==> src/rtl/eeprom_sched_pkg.sv <==
// eeprom_sched_pkg: shared state encoding, transfer direction codes and tWR cycle derivation.
// States VERIFY_ISSUE/VERIFY_WAIT exist only when EEPROM_VERIFY_EN is defined.
package eeprom_sched_pkg;
   localparam logic RW_WRITE = 1'b0;
   localparam logic RW_READ  = 1'b1;
   typedef enum logic [2:0] {
      S_IDLE, S_ISSUE, S_WAIT, S_TWR, S_RETRY_GAP, S_DONE
`ifdef EEPROM_VERIFY_EN
      , S_VERIFY_ISSUE, S_VERIFY_WAIT
`endif
   } state_t;
   function automatic int twr_cyc(input int clk_hz, input int twr_us);
      return clk_hz / 1_000_000 * twr_us;
   endfunction
endpackage

==> src/rtl/eeprom_access_sched_if.sv <==
// eeprom_access_sched_if: requester ports and byte-level I2C master handshake of the EEPROM scheduler.
// slave = the scheduler itself, master = the requesters/I2C master side.
interface eeprom_access_sched_if;
   logic       wr_req, wr_ack, rd_req, rd_valid, busy, err;
   logic [7:0] wr_addr, wr_data, rd_addr, rd_data;
   logic       i2c_start, i2c_rw, i2c_done, i2c_nack;
   logic [7:0] i2c_addr, i2c_wdata, i2c_rdata;
   modport slave (
      input  wr_req, wr_addr, wr_data, rd_req, rd_addr, i2c_rdata, i2c_done, i2c_nack,
      output wr_ack, rd_data, rd_valid, busy, err, i2c_start, i2c_rw, i2c_addr, i2c_wdata
   );
   modport master (
      output wr_req, wr_addr, wr_data, rd_req, rd_addr, i2c_rdata, i2c_done, i2c_nack,
      input  wr_ack, rd_data, rd_valid, busy, err, i2c_start, i2c_rw, i2c_addr, i2c_wdata
   );
endinterface

==> src/rtl/eeprom_access_sched_twr_timer.sv <==
// twr_timer: wait counter shared by the write-cycle wait and the NACK retry gap.
// Held clear while load is high; expire marks the CYC-th counting cycle.
module twr_timer #(
   parameter int CYC = 20
) (
   input  logic sclk,
   input  logic nrst,
   input  logic load,
   input  logic count,
   output logic expire
);
   localparam int W = $clog2(CYC + 1);
   logic [W-1:0] cnt;
   always_ff @(posedge sclk or negedge nrst)
      if (!nrst) cnt <= '0;
      else if (load) cnt <= '0;
      else if (count) cnt <= cnt + 1'b1;
   assign expire = count && cnt == W'(CYC - 1);
endmodule

==> src/rtl/eeprom_access_sched.sv <==
// eeprom_access_sched: arbitrates write/read requesters onto one I2C byte master with tWR wait and NACK retry.
// Optional EEPROM_VERIFY_EN: read back every written byte after tWR and flag a mismatch with err.
module eeprom_access_sched import eeprom_sched_pkg::*; #(
   parameter int CLK_HZ    = 50_000_000,
   parameter int TWR_US    = 5000,
   parameter int MAX_RETRY = 3
) (
   input logic sclk,
   input logic nrst,
   eeprom_access_sched_if.slave bus
);
   localparam int TWR_CYC = twr_cyc(CLK_HZ, TWR_US);
   localparam int RTW = $clog2(MAX_RETRY + 1) + 1;
   state_t state;
   logic [RTW-1:0] retry;
   logic rr_rd, op_rd, grant_rd, tmr_run, tmr_exp;
   assign grant_rd = bus.rd_req && (!bus.wr_req || rr_rd);
   assign tmr_run = state == S_TWR || state == S_RETRY_GAP;
   twr_timer #(.CYC(TWR_CYC)) u_tmr (
      .sclk(sclk), .nrst(nrst), .load(!tmr_run), .count(tmr_run), .expire(tmr_exp)
   );
   always_ff @(posedge sclk or negedge nrst)
      if (!nrst) begin
         state         <= S_IDLE;
         retry         <= '0;
         rr_rd         <= 1'b1;
         op_rd         <= 1'b0;
         bus.wr_ack    <= 1'b0;
         bus.rd_valid  <= 1'b0;
         bus.rd_data   <= '0;
         bus.busy      <= 1'b0;
         bus.err       <= 1'b0;
         bus.i2c_start <= 1'b0;
         bus.i2c_rw    <= RW_WRITE;
         bus.i2c_addr  <= '0;
         bus.i2c_wdata <= '0;
      end else begin
         bus.i2c_start <= 1'b0;
         bus.wr_ack    <= 1'b0;
         bus.rd_valid  <= 1'b0;
         bus.err       <= 1'b0;
         case (state)
            S_IDLE: if (bus.wr_req || bus.rd_req) begin
               state         <= S_ISSUE;
               bus.busy      <= 1'b1;
               bus.i2c_start <= 1'b1;
               op_rd         <= grant_rd;
               bus.i2c_rw    <= grant_rd ? RW_READ : RW_WRITE;
               bus.i2c_addr  <= grant_rd ? bus.rd_addr : bus.wr_addr;
               if (!grant_rd) bus.i2c_wdata <= bus.wr_data;
               // pointer only moves when both sides contend, so a lone grant keeps fairness order
               if (bus.wr_req && bus.rd_req) rr_rd <= !rr_rd;
            end
            S_ISSUE: state <= S_WAIT;
`ifdef EEPROM_VERIFY_EN
            S_VERIFY_ISSUE: state <= S_VERIFY_WAIT;
            S_WAIT, S_VERIFY_WAIT: if (bus.i2c_done) begin
`else
            S_WAIT: if (bus.i2c_done) begin
`endif
               if (bus.i2c_nack) begin
                  if (retry == RTW'(MAX_RETRY)) begin
                     state        <= S_DONE;
                     bus.rd_valid <= op_rd;
                     bus.wr_ack   <= !op_rd;
                     bus.err      <= 1'b1;
                  end else begin
                     retry <= retry + 1'b1;
                     state <= S_RETRY_GAP;
                  end
               end else if (op_rd) begin
                  state        <= S_DONE;
                  bus.rd_data  <= bus.i2c_rdata;
                  bus.rd_valid <= 1'b1;
               end else if (bus.i2c_rw == RW_WRITE) begin
                  state <= S_TWR;
               end else begin
                  state      <= S_DONE;
                  bus.wr_ack <= 1'b1;
                  bus.err    <= bus.i2c_rdata != bus.i2c_wdata;
               end
            end
            S_TWR: if (tmr_exp) begin
`ifdef EEPROM_VERIFY_EN
               state         <= S_VERIFY_ISSUE;
               bus.i2c_start <= 1'b1;
               bus.i2c_rw    <= RW_READ;
               retry         <= '0;
`else
               state      <= S_DONE;
               bus.wr_ack <= 1'b1;
`endif
            end
            S_RETRY_GAP: if (tmr_exp) begin
               bus.i2c_start <= 1'b1;
`ifdef EEPROM_VERIFY_EN
               // a write transfer already switched to read is the readback phase
               state <= (!op_rd && bus.i2c_rw == RW_READ) ? S_VERIFY_ISSUE : S_ISSUE;
`else
               state <= S_ISSUE;
`endif
            end
            S_DONE: begin
               state    <= S_IDLE;
               bus.busy <= 1'b0;
               retry    <= '0;
            end
            default: state <= S_IDLE;
         endcase
      end
endmodule

==> src/flat_wrapper.sv <==
// flat-port wrapper written by rule: the top's interface ports become plain ports
module eeprom_access_sched_flat import eeprom_sched_pkg::*;
#(
   parameter int CLK_HZ    = 50_000_000,
   parameter int TWR_US    = 5000,
   parameter int MAX_RETRY = 3
)
  (sclk, nrst, bus_wr_req, bus_wr_addr, bus_wr_data, bus_rd_req, bus_rd_addr, bus_i2c_rdata, bus_i2c_done, bus_i2c_nack, bus_wr_ack, bus_rd_data, bus_rd_valid, bus_busy, bus_err, bus_i2c_start, bus_i2c_rw, bus_i2c_addr, bus_i2c_wdata);
  eeprom_access_sched_if bus_i ();
  input logic sclk;
  input logic nrst;
  input wire logic [$bits(bus_i.wr_req)-1:0] bus_wr_req;
  input wire logic [$bits(bus_i.wr_addr)-1:0] bus_wr_addr;
  input wire logic [$bits(bus_i.wr_data)-1:0] bus_wr_data;
  input wire logic [$bits(bus_i.rd_req)-1:0] bus_rd_req;
  input wire logic [$bits(bus_i.rd_addr)-1:0] bus_rd_addr;
  input wire logic [$bits(bus_i.i2c_rdata)-1:0] bus_i2c_rdata;
  input wire logic [$bits(bus_i.i2c_done)-1:0] bus_i2c_done;
  input wire logic [$bits(bus_i.i2c_nack)-1:0] bus_i2c_nack;
  output wire logic [$bits(bus_i.wr_ack)-1:0] bus_wr_ack;
  output wire logic [$bits(bus_i.rd_data)-1:0] bus_rd_data;
  output wire logic [$bits(bus_i.rd_valid)-1:0] bus_rd_valid;
  output wire logic [$bits(bus_i.busy)-1:0] bus_busy;
  output wire logic [$bits(bus_i.err)-1:0] bus_err;
  output wire logic [$bits(bus_i.i2c_start)-1:0] bus_i2c_start;
  output wire logic [$bits(bus_i.i2c_rw)-1:0] bus_i2c_rw;
  output wire logic [$bits(bus_i.i2c_addr)-1:0] bus_i2c_addr;
  output wire logic [$bits(bus_i.i2c_wdata)-1:0] bus_i2c_wdata;
  assign bus_i.wr_req = bus_wr_req;
  assign bus_i.wr_addr = bus_wr_addr;
  assign bus_i.wr_data = bus_wr_data;
  assign bus_i.rd_req = bus_rd_req;
  assign bus_i.rd_addr = bus_rd_addr;
  assign bus_i.i2c_rdata = bus_i2c_rdata;
  assign bus_i.i2c_done = bus_i2c_done;
  assign bus_i.i2c_nack = bus_i2c_nack;
  assign bus_wr_ack = bus_i.wr_ack;
  assign bus_rd_data = bus_i.rd_data;
  assign bus_rd_valid = bus_i.rd_valid;
  assign bus_busy = bus_i.busy;
  assign bus_err = bus_i.err;
  assign bus_i2c_start = bus_i.i2c_start;
  assign bus_i2c_rw = bus_i.i2c_rw;
  assign bus_i2c_addr = bus_i.i2c_addr;
  assign bus_i2c_wdata = bus_i.i2c_wdata;
  eeprom_access_sched #(.CLK_HZ(CLK_HZ), .TWR_US(TWR_US), .MAX_RETRY(MAX_RETRY)) u_core (.sclk(sclk), .nrst(nrst), .bus(bus_i));
endmodule
==> config.mk <==
export PLATFORM = sky130hd
export DESIGN_NAME = eeprom_access_sched_flat
export DESIGN_NICKNAME = d
export VERILOG_FILES = /design/src/rtl/eeprom_sched_pkg.sv /design/src/rtl/eeprom_access_sched_if.sv /design/src/rtl/eeprom_access_sched_twr_timer.sv /design/src/rtl/eeprom_access_sched.sv /design/src/flat_wrapper.sv
export SDC_FILE = /design/constraint.sdc
export NUM_CORES = 1
export LEC_CHECK = 0
export ABC_AREA = 1
export BUFFER_PORTS_ARGS = -buffer_cell sky130_fd_sc_hd__buf_2
export CORE_MARGIN = 2
export CORE_UTILIZATION = 50
export DETAILED_ROUTE_END_ITERATION = 10
export GPL_ROUTABILITY_DRIVEN = 0
export PLACE_DENSITY = 0.76
export SYNTH_ARGS = -nofsm -noshare
export SYNTH_HDL_FRONTEND = slang
export SYNTH_SLANG_ARGS = --single-unit
==> constraint.sdc <==
create_clock -name sclk -period 2.3 [get_ports sclk]
set_input_delay 0.115 -clock sclk [delete_from_list [all_inputs] [get_ports sclk]]
set_output_delay 0.115 -clock sclk [all_outputs]
set_load 0.02 [all_outputs]
[Word level (Yosys, flattened, before mapping)]
Cells that the tools add are included.
Operators by class
  bitwise operators: 2
  $mul: 0
  reductions and logical operators: 19
  add/subtract/negate cells: 2
  multiplexer cells: 38
  divide/modulo/power cells: 0
  shift-type cells: 0
  magnitude comparators: 0
  eq/ne operators: 14
Operators by type and width (number)
  3-bit two-way mux: 10
  1-bit two-way mux: 21
  18-bit by 1-bit adder with 18-bit output, second input constant: 1
  18-bit == test, second input constant: 1
  18-bit two-way mux: 1
  3-bit case mux with 5 select lines: 1
  4-bit AND reduction: 3
  3-bit by 2-bit == test with 1-bit output, second input constant: 3
  8-bit two-way mux: 1
  8-bit != test: 1
  3-bit == test, second input constant: 2
  2-bit by 1-bit != test with 1-bit output, second input constant: 3
  2-bit != test, second input constant: 3
  1-bit case mux with 2 select lines: 3
  3-bit case mux with 2 select lines: 1
  3-bit AND reduction: 2
  2-bit AND reduction: 2
  2-bit nonzero test: 2
  3-bit by 1-bit adder with 3-bit output, second input constant: 1
  3-bit by 1-bit == test with 1-bit output, second input constant: 1
  1-bit logical AND: 3
  1-bit logical NOT: 3
  3-bit logical NOT: 1
  1-bit logical OR: 3
  1-bit NOT: 2
Word-level totals
  register bits: 56
  output and inout port bits: 30
  RAM bits: 0
  ROM bits: 0
  logic and storage cells: 89
  memories kept: 0
  latch bits: 0

[Depth between registers and ports, before layout]
Gate-level depths: netlist (run 1).
  word-level depth: 6
  gate-level depth with buffers: 9

[By module]
Synthesis (run 1) repeated with hierarchy kept, for this count alone.
Second synthesis, totals
  cell total of the unflattened synthesis: 359
  area total of the unflattened synthesis: 2922.8 um2
Modules (own cells, without submodules)
  eeprom_access_sched: sequential area each 927.1 um2, cells an instance 224, area an instance 1873.0 um2, times used 1
  twr_timer: sequential area each 450.4 um2, cells an instance 135, area an instance 1049.8 um2, times used 1

[Worst setup path after synthesis (run 1)]
Ideal clock, no wire load.
  path type: reg2reg
  start point: reg u_core.state[1]
  end point: reg u_core.bus.i2c_wdata[3]
  path buffers: 2
  slack: 0.787 ns
  setup time: 0.117 ns
  data arrival time: 1.396 ns
  stages on the path, launching flop included: 10
  required time: 2.183 ns
  cell sequence: dfrtp_1 > nor2_4 > nand2_4 > nor2_8 > inv_2 > or2_1 > buf_6 > buf_6 > nand2_2 > o21ai_2
Between the ends
  longest elaborated chain between the ends: 2
RTL lines
  start: declaration: line eeprom_access_sched.sv:14  | state_t state;
  start signal: assignment: line eeprom_access_sched.sv:24  | state <= S_IDLE;
  start signal: assignment: line eeprom_access_sched.sv:44  | state <= S_ISSUE;
  start signal: assignment: line eeprom_access_sched.sv:54  | S_ISSUE: state <= S_WAIT;
  3-bit logical NOT: line eeprom_access_sched.sv:42  | case (state)
  3-bit AND reduction (no line)
  end signal: assignment: line eeprom_access_sched.sv:50  | if (!grant_rd) bus.i2c_wdata <= bus.wr_data;
  end: declaration: line eeprom_access_sched_if.sv:10  | output wr_ack, rd_data, rd_valid, busy, err, i2c_start, i2c_rw, i2c_addr, i2c_wdata
Every way passes these cells.
A chain may end at the register's enable or synchronous reset.

[Worst setup path in the final report (run 1)]
  start point: reg u_core.state[1]
  end point: reg u_core.bus.i2c_wdata[6]
The elaborated chain is that of the path after synthesis.

==> run metrics, run 1 <==
status finished clean; leakage power 1.74 nW; layout cells sized above 1 22.8%; commonest cells after routing, fill and taps aside 100 x nand2_1, 67 x buf_2, 55 x inv_1; drt first pass iters 4; row cnt 27; #FFs+latches synth 55; fmax 546 MHz; Final Instance Count excl. Fillers 498; Data required, critical path 2.49 ns; number of antenna diodes 0; CTS tree done; startpoint types flop; Synth cell types 31; # clock sinks 55; relative slew slack 54.4%; Hold WC Path Type in -> reg; Residual DRC 0; Final ANT Viol Nets 0; Initial DRC Count 144; syn_area_per_cell 7.79 µm²; via count 2408; syn_nets 395; Final Instance Area 3270 µm²; largest net degree at the start of global routing 56; clk_skew 0.00934 ns; Post-Syn Instances 354; fin crit period 1.83 ns; vias in the first global route 2226; most common cell after layout, fill and taps aside nand2_1; Core Area 5410 µm²; total I/O pin count 68; number of max-cap violations 0; worst hold margin 0.0196 ns; Die Y 78.3 µm; Final Hold Viols 0; Setup violations, final 0; setup TNS 0 ns; register area 1380 µm²; global-route wire length before repair 9720 µm; worst-margin pin slew 0.685 ns; # Post-CTS Setup Buffers 0; Clock Latency Late Sink 0.31 ns; Fillers 500; CTS buffer count 5; RSZ-0062 raised after global routing no; Slew Limit Fails 0; gr usage total 20.0%; Max Root-Sink Buffers 2; nets@finish 466; Critical Setup Path Class reg -> reg; total power 3.35 mW; initial antenna violation count 0; Routed WL 5750 µm; final period utilization 79.7%; CP arrival 2.03 ns; Initial Utilization 51.0%; routed vias/inst 4.84; peak supply drop 582 µV; # placed instances 489; Reg clk slew, reported paths 0.11 ns; DR WL/cell 11.5 µm; area of the multi-input gates 1120 µm²; P&R area growth vs syn 18.4%; post-synthesis sequential area ratio 49.9%; PwrDens 1020 nW/µm²; hpwl dp 4300 µm; total grt overflow 0; clk root buf clkbuf_8; IO buf count 67; post-cts sizing count 0; synthesized area 2760 µm²; Placement Cell Area 3160 µm²; CP Max Fanout 16; Die Area 6130 µm²; Worst Setup End Kind flop; Horiz. Die Dim 78.3 µm; H-tree depth 2; Synthesis Warnings 0
[final cells by class]
class / count / area share, %
tap: 72 / 2.76
clock buffer: 5 / 2.11
multi-input combinational: 234 / 34.3
inverter: 59 / 6.78
clock inverter: 3 / 0.843
sequential: 55 / 42.2
timing repair buffer: 70 / 11.0
[worst max-delay path: stages (launching register included)]
cell	delay, ns
dfrtp_1	0.47
nor2_4	0.18
nand2_4	0.08
nor2_8	0.15
inv_2	0.12
or2_1	0.47
nand2_1	0.17
o21ai_2	0.06
[sequential cells by signal, indices dropped and copies added (netlist names)]
register and count:
u_core.u_tmr.cnt 18, u_core.bus.i2c_addr 8, u_core.bus.i2c_wdata 8, u_core.bus.rd_data 8, u_core.retry 3, u_core.state 3, u_core.bus.busy 1, u_core.bus.err 1
u_core.bus.i2c_rw 1, u_core.bus.i2c_start 1, u_core.bus.rd_valid 1, u_core.bus.wr_ack 1, u_core.rr_rd 1
[Yosys cell counts (all sizes together)]
cell      n  area share (%)
nor3      9             1.6
dfstp     1            0.95
nor4      1            0.23
and2      1            0.23
o21ai    40             8.3
a21oi     6             1.1
nand4     7             1.8
clkbuf    3            0.41
nor2     41             6.4
nand2   103              14
o31ai     1            0.27
a31oi     1            0.23
inv      59             8.0
o21bai    2            0.54
nand3    15             2.7
or2       1            0.23
dfrtp    54              49
a21boi    1            0.41
xnor2     1            0.32
xor2      1            0.32
buf       3             1.0
ha        3             1.4
[per-layer routing]
layer | GRT usage (%) | up-vias | share of wire [%]
met5 | 0 | - | 0
met4 | 8.07 | 0 | 1.7
met3 | 4.37 | 8 | 5.0
met2 | 32.2 | 70 | 47
met1 | 26.3 | 1087 | 46
li1 | - | 1243 | -
[final timing paths]
| kind | endpoint | cells past startpoint | from | slack [ns] |
|---|---|---|---|---|
| min | u_core.bus.rd_data[0] | 3 | bus_i2c_rdata[0] | 0.02 |
| max | u_core.bus.i2c_wdata[6] | 7 | u_core.state[1] | 0.47 |
| min in group asynchronous | u_core.bus.rd_data[4] | 3 | nrst | 0.45 |
| min reg2reg | u_core.u_tmr.cnt[0] | 1 | u_core.u_tmr.cnt[0] | 0.48 |
| max in group asynchronous | u_core.u_tmr.cnt[5] | 3 | nrst | 1.40 |
| max reg2reg | u_core.bus.i2c_wdata[6] | 7 | u_core.state[1] | 0.47 |
[repair_timing]
| item | CTS | global route |
|---|---|---|
| hold buffers | 1 | 0 |
| hold endpoints to repair | 54 | 0 |
| setup endpoints to repair | 0 | 0 |
[power breakdown]
part	total, mW	switching [mW]	internal (mW)	leakage (nW)
registers	1.42	0.179	1.24	0.719
logic	1.35	0.894	0.454	0.977
clock network	0.577	0.351	0.227	0.0467
[logic make-up (layout without fill, tap and decap cells)]
logic type,Yosys count,count (layout),share of synthesized area [%]
AOI/OAI and AO/OA,51,51,10.9
DFF,55,55,49.9
xor gates and xnor gates,2,2,0.635
and+or+nand+nor,178,178,27.8
adders and majority gates,3,3,1.36
buffers and inverters,65,137,9.43
[stage by stage]
step | setup slack [ns] | util, %
6_report | 0.467 | 60.4
5_1_grt | 0.317 | 60.4
4_1_cts | 0.464 | 60.4
3_5_place_dp | 0.475 | 58.5
3_3_place_gp | 0.543 | 58.5
2_1_floorplan | 0.787 | -
No activity file was read; power rests on OpenSTA's default activity.
==> inputs of run 2 (changes only) <==
clock period = 1.9 ns   (was 2.3 ns; I/O delays follow)
==> run 2 against run 1 <==
  * Clock power rose by 55%
  * Cell count increased by 0.40%
  * Global-route usage fell by 0.13 points
  * Largest power group unchanged
==> run metrics, run 2 (synthesis results as in run 1) <==
# clock sinks 55 (unchanged); Data required, critical path 2.10 ns (-0.39 ns); nets@finish 468 (+0.43%); Placement Cell Area 3190 µm² (+0.87%); routed vias/inst 4.84 (about the same); Worst path top cell family by delay simple AND/OR/NAND/NOR gates; Reg with most FFs u_core.u_tmr.cnt; combinational group share of total power 39.1% (-1.2 points); max reg flops 18 (unchanged); routed length on met3 332 µm (+16%); part of the power in registers 40.0% (-2.5 points); CP Max Fanout 16 (unchanged); Int Pwr 2.60 mW (+35%); clk_skew 0.00591 ns (-0.00343 ns); Fillers 475 (-5.0%); fmax 605 MHz (+11%); Slew Limit Fails 0 (unchanged); Initial DRC Count 146 (+1.4%); # Post-CTS Setup Buffers 0 (unchanged); Residual DRC 0 (unchanged); Final Instance Area 3340 µm² (+2.1%); Worst path max stage delay 0.47 ns (about the same); gr usage total 19.8% (-0.13 points); drt first pass iters 4 (unchanged); worst path cell trace nor2_4, nand2_4, nor2_8, inv_2, or2_4, nand2_1, o21ai_2; vias in the first global route 2238 (+0.54%); fin util 61.7% (+1.3 points); Final Instance Count excl. Fillers 500 (+0.40%); total grt overflow 0 (unchanged); IO buf count 67 (unchanged); Die Y 78.3 µm (unchanged); H-tree depth 2 (unchanged); Die Area 6130 µm² (unchanged); most common cell after layout, fill and taps aside nand2_1; switching share of power 39.2% (-3.3 points); worst path bufs/invs 1 (unchanged); fin crit period 1.65 ns (-0.179 ns); DR WL/cell 11.4 µm (-1.1%); total I/O pin count 68 (unchanged); setup TNS 0 ns (unchanged); Horiz. Die Dim 78.3 µm (unchanged); clk root buf clkbuf_8; final period utilization 87.0% (+7.3 points); startpoint types flop; worst slack at placement 0.0102 ns (-0.465 ns); initial antenna violation count 0 (unchanged); Final ANT Viol Nets 0 (unchanged); relative slew slack 66.0% (+12 points); status finished clean; Core Area 5410 µm² (unchanged); Worst Setup End Kind flop; Clock Latency Late Sink 0.30 ns (about the same); hpwl dp 4470 µm (+3.9%); number of max-cap violations 0 (unchanged); RSZ-0062 raised after global routing no; CP arrival 1.85 ns (-0.18 ns); Max Used Layer met4; commonest cells after routing, fill and taps aside 100 x nand2_1, 67 x buf_2, 55 x inv_1; clock network fraction of total power 20.9% (+3.7 points); CTS tree done; Routed WL 5710 µm (-0.70%); layout cells sized above 1 23.4% (+0.59 points); number of antenna diodes 0 (unchanged); Hold WC Path Type in -> reg; routed length on met2 2790 µm (+3.4%); via count 2418 (+0.42%); PwrDens 1280 nW/µm² (+25%); row cnt 27 (unchanged); largest net degree at the start of global routing 26 (-54%); Psw 1.68 mW (+18%); Setup WS post-layout 0.247 ns (-0.221 ns); P&R area growth vs syn 21.0%; peak supply drop 846 µV (+45%); CTS buffer count 5 (unchanged); Initial Utilization 51.0% (unchanged); leakage power 1.78 nW (+2.0%); # placed instances 491 (+0.41%); Max Root-Sink Buffers 2 (unchanged); CP max stage cell dfrtp_1; worst-margin pin slew 0.510 ns (-0.174 ns); Reg clk slew, reported paths 0.10 ns (about the same); Setup violations, final 0 (unchanged); met1 wire length 2520 µm (-5.7%); Final Hold Viols 0 (unchanged); global-route wire length before repair 9690 µm (-0.29%); Critical Setup Path Class reg -> reg
-- run 2: final timing paths --
kind | slack (ns) | end | from | depth (start not counted)
worst max-delay path | 0.25 | u_core.bus.i2c_wdata[0] | u_core.state[1] | 7
worst min-delay path | 0.02 | u_core.bus.rd_data[3] | bus_i2c_rdata[3] | 3
worst max register to register | 0.25 | u_core.bus.i2c_wdata[0] | u_core.state[1] | 7
worst min register to register | 0.47 | u_core.u_tmr.cnt[0] | u_core.u_tmr.cnt[0] | 1
max in group asynchronous | 1.08 | u_core.u_tmr.cnt[0] | nrst | 3
min in group asynchronous | 0.29 | u_core.bus.rd_data[4] | nrst | 2
-- run 2: through the flow --
step	hold WS, ns	power (mW)
2_1_floorplan	-0.201	2.89
3_3_place_gp	0.0980	3.35
3_5_place_dp	0.0993	3.41
4_1_cts	0.00343	4.33
5_1_grt	0.00525	4.61
6_report	0.0155	4.28
-- run 2: timing repair --
action | 4_1_cts | 5_1_grt
endpoints found under the hold margin | 19 | 0
resized for setup | 0 | 2
endpoints found under the setup margin | 0 | 8
hold buffers | 1 | 0
-- run 2: worst reg2reg max path: cells and delay by family, from the launching register on --
family / cells / cell delay, ns
AND/OR/NAND/NOR: 5 / 0.88
buffers and inverters: 1 / 0.12
flip-flops: 1 / 0.47
AO/OA/AOI/OAI: 1 / 0.07
-- run 2: layer usage --
metal	track usage [%]	vias to the layer above
met5	0	-
met1	25.9	1086
met4	6.67	0
li1	-	1247
met3	4.71	6
met2	32.7	79
-- run 2: final cells by class --
class                   instances  area [µm²]  area share, %
clock buffers                   5        68.8           2.06
clock inverters                 3        67.6           2.02
inverters                      59         221           6.64
multi-input cells             234        1120           33.7
flip-flops and latches         55        1380           41.3
well taps                      72        90.1           2.70
repair buffers                 72         388           11.6
-- run 2: power groups by stage --
stage	sequential, mW	clock (mW)	combinational [mW]
2_1_floorplan	2.01	0	0.874
3_3_place_gp	1.73	0	1.62
3_5_place_dp	1.73	0	1.69
4_1_cts	1.71	0.924	1.69
5_1_grt	1.75	0.971	1.88
6_report	1.71	0.896	1.68
==> inputs of run 3 (changes only) <==
PLACE_DENSITY = 0.75   (was 0.76)
SYNTH_HIERARCHICAL = 1   (was unset)
==> run 3 against run 2 <==
  * Register-to-register slack worse by 0.097 ns
  * Area after synthesis up 5.9%
  * Combinational power is 26% higher
  * Synthesized cell count is 1.4% higher
  * Fmax decreased by 5.5%
  * Non-clock buffer count rose by 12
  * Sequential cell count unchanged
  * Cell count increased by 3.6%
  * Utilization rose by 2.3 points
  * Sequential share of layout area is 2.6 points lower
  * Die area grew 5.6%
  * Routed wire length rose by 5.4%
  * Highest routed layer unchanged
==> run metrics, run 3 <==
status finished clean; fmax 571 MHz (-5.5%); #FFs+latches synth 55 (unchanged); clk_skew 0.0102 ns (+0.00432 ns); Die Area 6470 µm² (+5.6%); Post-Synth Adder-Cell Area 1.28% (-0.076 points); Final ANT Viol Nets 0 (unchanged); startpoint types flop; Routed WL 6020 µm (+5.4%); post-synthesis simple-gate area fraction 37.2% (+9.5 points); routed vias/inst 4.87 (+0.76%); relative slew slack 60.5% (-5.4 points); leakage power 1.88 nW (+6.1%); total grt overflow 0 (unchanged); Max Root-Sink Buffers 2 (unchanged); worst-margin pin slew 0.592 ns (+0.0816 ns); max reg flops 18 (unchanged); hold path start bus_i2c_rdata[7]; CP Max Fanout 5 (-11); P&R area growth vs syn 22.2%; row cnt 27 (unchanged); Final Hold Viols 0 (unchanged); number of antenna diodes 0 (unchanged); Synth cell types 36 (+16%); CTS buffer count 5 (unchanged); CP max stage cell dfrtp_2; Hold WC Path Type in -> reg; syn_nets 400 (+1.3%); largest family of logic cells by synthesized area simple AND/OR/NAND/NOR gates; commonest cells after routing, fill and taps aside 137 x nand2_1, 67 x buf_2, 52 x dfrtp_1; Die Y 80.5 µm (+2.8%); total power 4.51 mW (+5.3%); Synth top area share 46.2% (-2.7 points); initial antenna violation count 0 (unchanged); # clock sinks 55 (unchanged); worst path bufs/invs 3 (+2); Initial Utilization 52.4% (+1.4 points); Fillers 476 (+0.21%); largest net degree at the start of global routing 32 (+23%); Slew Limit Fails 0 (unchanged); global-route wire length before repair 10600 µm (+9.0%); Worst Setup End Kind flop; fin crit period 1.75 ns (+0.0971 ns); worst slack at placement 0.0773 ns (+0.0671 ns); vias in the first global route 2437 (+8.9%); post-synthesis xor/xnor area fraction 0.599% (-0.036 points); gr usage total 20.7% (+0.87 points); CTS tree done; Worst path max stage delay 0.46 ns (about the same); area leader, netlist dfrtp_1; Horiz. Die Dim 80.5 µm (+2.8%); Worst path top cell family by delay simple AND/OR/NAND/NOR gates; worst path cell trace o21ai_2, nand2_1, inv_2, inv_1, nor2_1, nand3_1, nor2_2, inv_1, nand3_2, nand3_1, nand2_1, nand2_1; Initial DRC Count 142 (-2.7%); peak supply drop 810 µV (-4.2%); Clock Latency Late Sink 0.32 ns (+0.02 ns); Residual DRC 0 (unchanged); multiplexer share of the synthesized area 0% (unchanged); most instantiated library cell after synthesis nand2_1; fin util 64.1% (+2.3 points); commonest cells in the netlist 137 x nand2_1, 54 x dfrtp_1, 28 x inv_1, 28 x nor2_1, 22 x nand3_1; Synth Flop Type dfrtp_1; reg2reg start u_core/state[0]; Reg clk slew, reported paths 0.10 ns (about the same); clk root buf clkbuf_8; ys async rst share 100% (unchanged); Post-Syn Instances 359 (+1.4%); drt first pass iters 4 (unchanged); Synthesis Warnings 6 (+6); PwrDens 1260 nW/µm² (-1.6%); total I/O pin count 68 (unchanged); syn_area_per_cell 8.14 µm² (+4.5%); Data required, critical path 2.11 ns (about the same); crit path from u_core/state[0]; Setup WS post-layout 0.149 ns (-0.0971 ns); CP arrival 1.96 ns (+0.11 ns); Post-synth EDFFs 0 (unchanged); Reg with most FFs u_core/u_tmr/cnt; nets@finish 486 (+3.8%); DR WL/cell 11.6 µm (+1.7%); IO buf count 67 (unchanged); hpwl dp 4460 µm (-0.13%); number of max-cap violations 0 (unchanged); post-synthesis compound-gate area fraction 7.62% (-3.3 points); layout cells sized above 1 29.6% (+6.2 points); Core Area 5570 µm² (+3.1%); most frequent CP cell nand2_1; via count 2524 (+4.4%); post-synthesis sequential area ratio 47.1% (-2.8 points); Setup violations, final 0 (unchanged); H-tree depth 2 (unchanged); Critical Setup Path Class reg -> reg; synthesized area 2920 µm² (+5.9%); final period utilization 92.1% (+5.1 points); Area contributors post-synth dfrtp_1 46%, nand2_1 18%, nand3_1 3.8%; most common cell after layout, fill and taps aside nand2_1
run 3: area by class of cell:
class | instances | area, µm² | area share, %
clock buffers | 5 | 68.8 | 1.93
clock inverters | 3 | 22.5 | 0.630
inverters | 34 | 133 | 3.71
multi-input cells | 265 | 1380 | 38.6
flip-flops and latches | 55 | 1380 | 38.6
well taps | 72 | 90.1 | 2.52
repair buffers | 84 | 500 | 14.0
run 3: final timing paths:
check                                         to  cells after the start  slack, ns
setup / recovery                 u_core/state[1]                     12       0.15
hold / removal             u_core/bus.rd_data[7]                      3       0.01
setup reg to reg                 u_core/state[1]                     12       0.15
hold reg to reg                  u_core/retry[2]                      2       0.48
max in group asynchronous           u_core/rr_rd                      3       0.95
min in group asynchronous    u_core/u_tmr/cnt[6]                      2       0.31
run 3: worst register-to-register path: stages, from the launching register on:
cell and delay (ns):
dfrtp_2 0.46, o21ai_2 0.18, nand2_1 0.10, inv_2 0.09
inv_1 0.08, nor2_1 0.11, nand3_1 0.09, nor2_2 0.13
inv_1 0.10, nand3_2 0.13, nand3_1 0.09, nand2_1 0.06
nand2_1 0.04
run 3: what timing repair did:
action	in CTS	in global routing
hold buffers	9	1
setup endpoints to repair	0	4
setup buffers	0	0
hold endpoints to repair	32	1
gates resized for setup	0	6
run 3: power breakdown:
| group | switching, mW | internal [mW] | total [mW] | leakage [nW] |
|---|---|---|---|---|
| Clock | 0.409 | 0.268 | 0.676 | 0.0489 |
| Combinational | 1.36 | 0.748 | 2.11 | 1.12 |
| Sequential | 0.212 | 1.51 | 1.72 | 0.714 |
run 3: metrics by stage:
stage          hold WS, ns  cell area, µm²  TNS [ns]  cells
6_report            0.0149            3570         0    518
5_1_grt            0.00160            3570   -0.0187    518
4_1_cts            0.00385            3550         0    517
3_5_place_dp         0.139            3370         0    500
3_3_place_gp         0.133            3370         0    500
2_1_floorplan       -0.201            2920         0    359
run 3: logic make-up after synthesis:
logic type               Yosys count
AO/OA/AOI/OAI                     34
XOR/XNOR                           2
adder cells (fa/ha/maj)            3
buffers and inverters             39
flip-flops                        55
AND/OR/NAND/NOR                  226
run 3: per-layer routing:
metal  vias to the layer above  wire (µm)  GRT usage, %
li1                       1302          -             -
met1                      1163       2830          26.3
met2                        55       2860          35.0
met3                         4        269          5.06
met4                         0         54          6.10
met5                         -          0             0
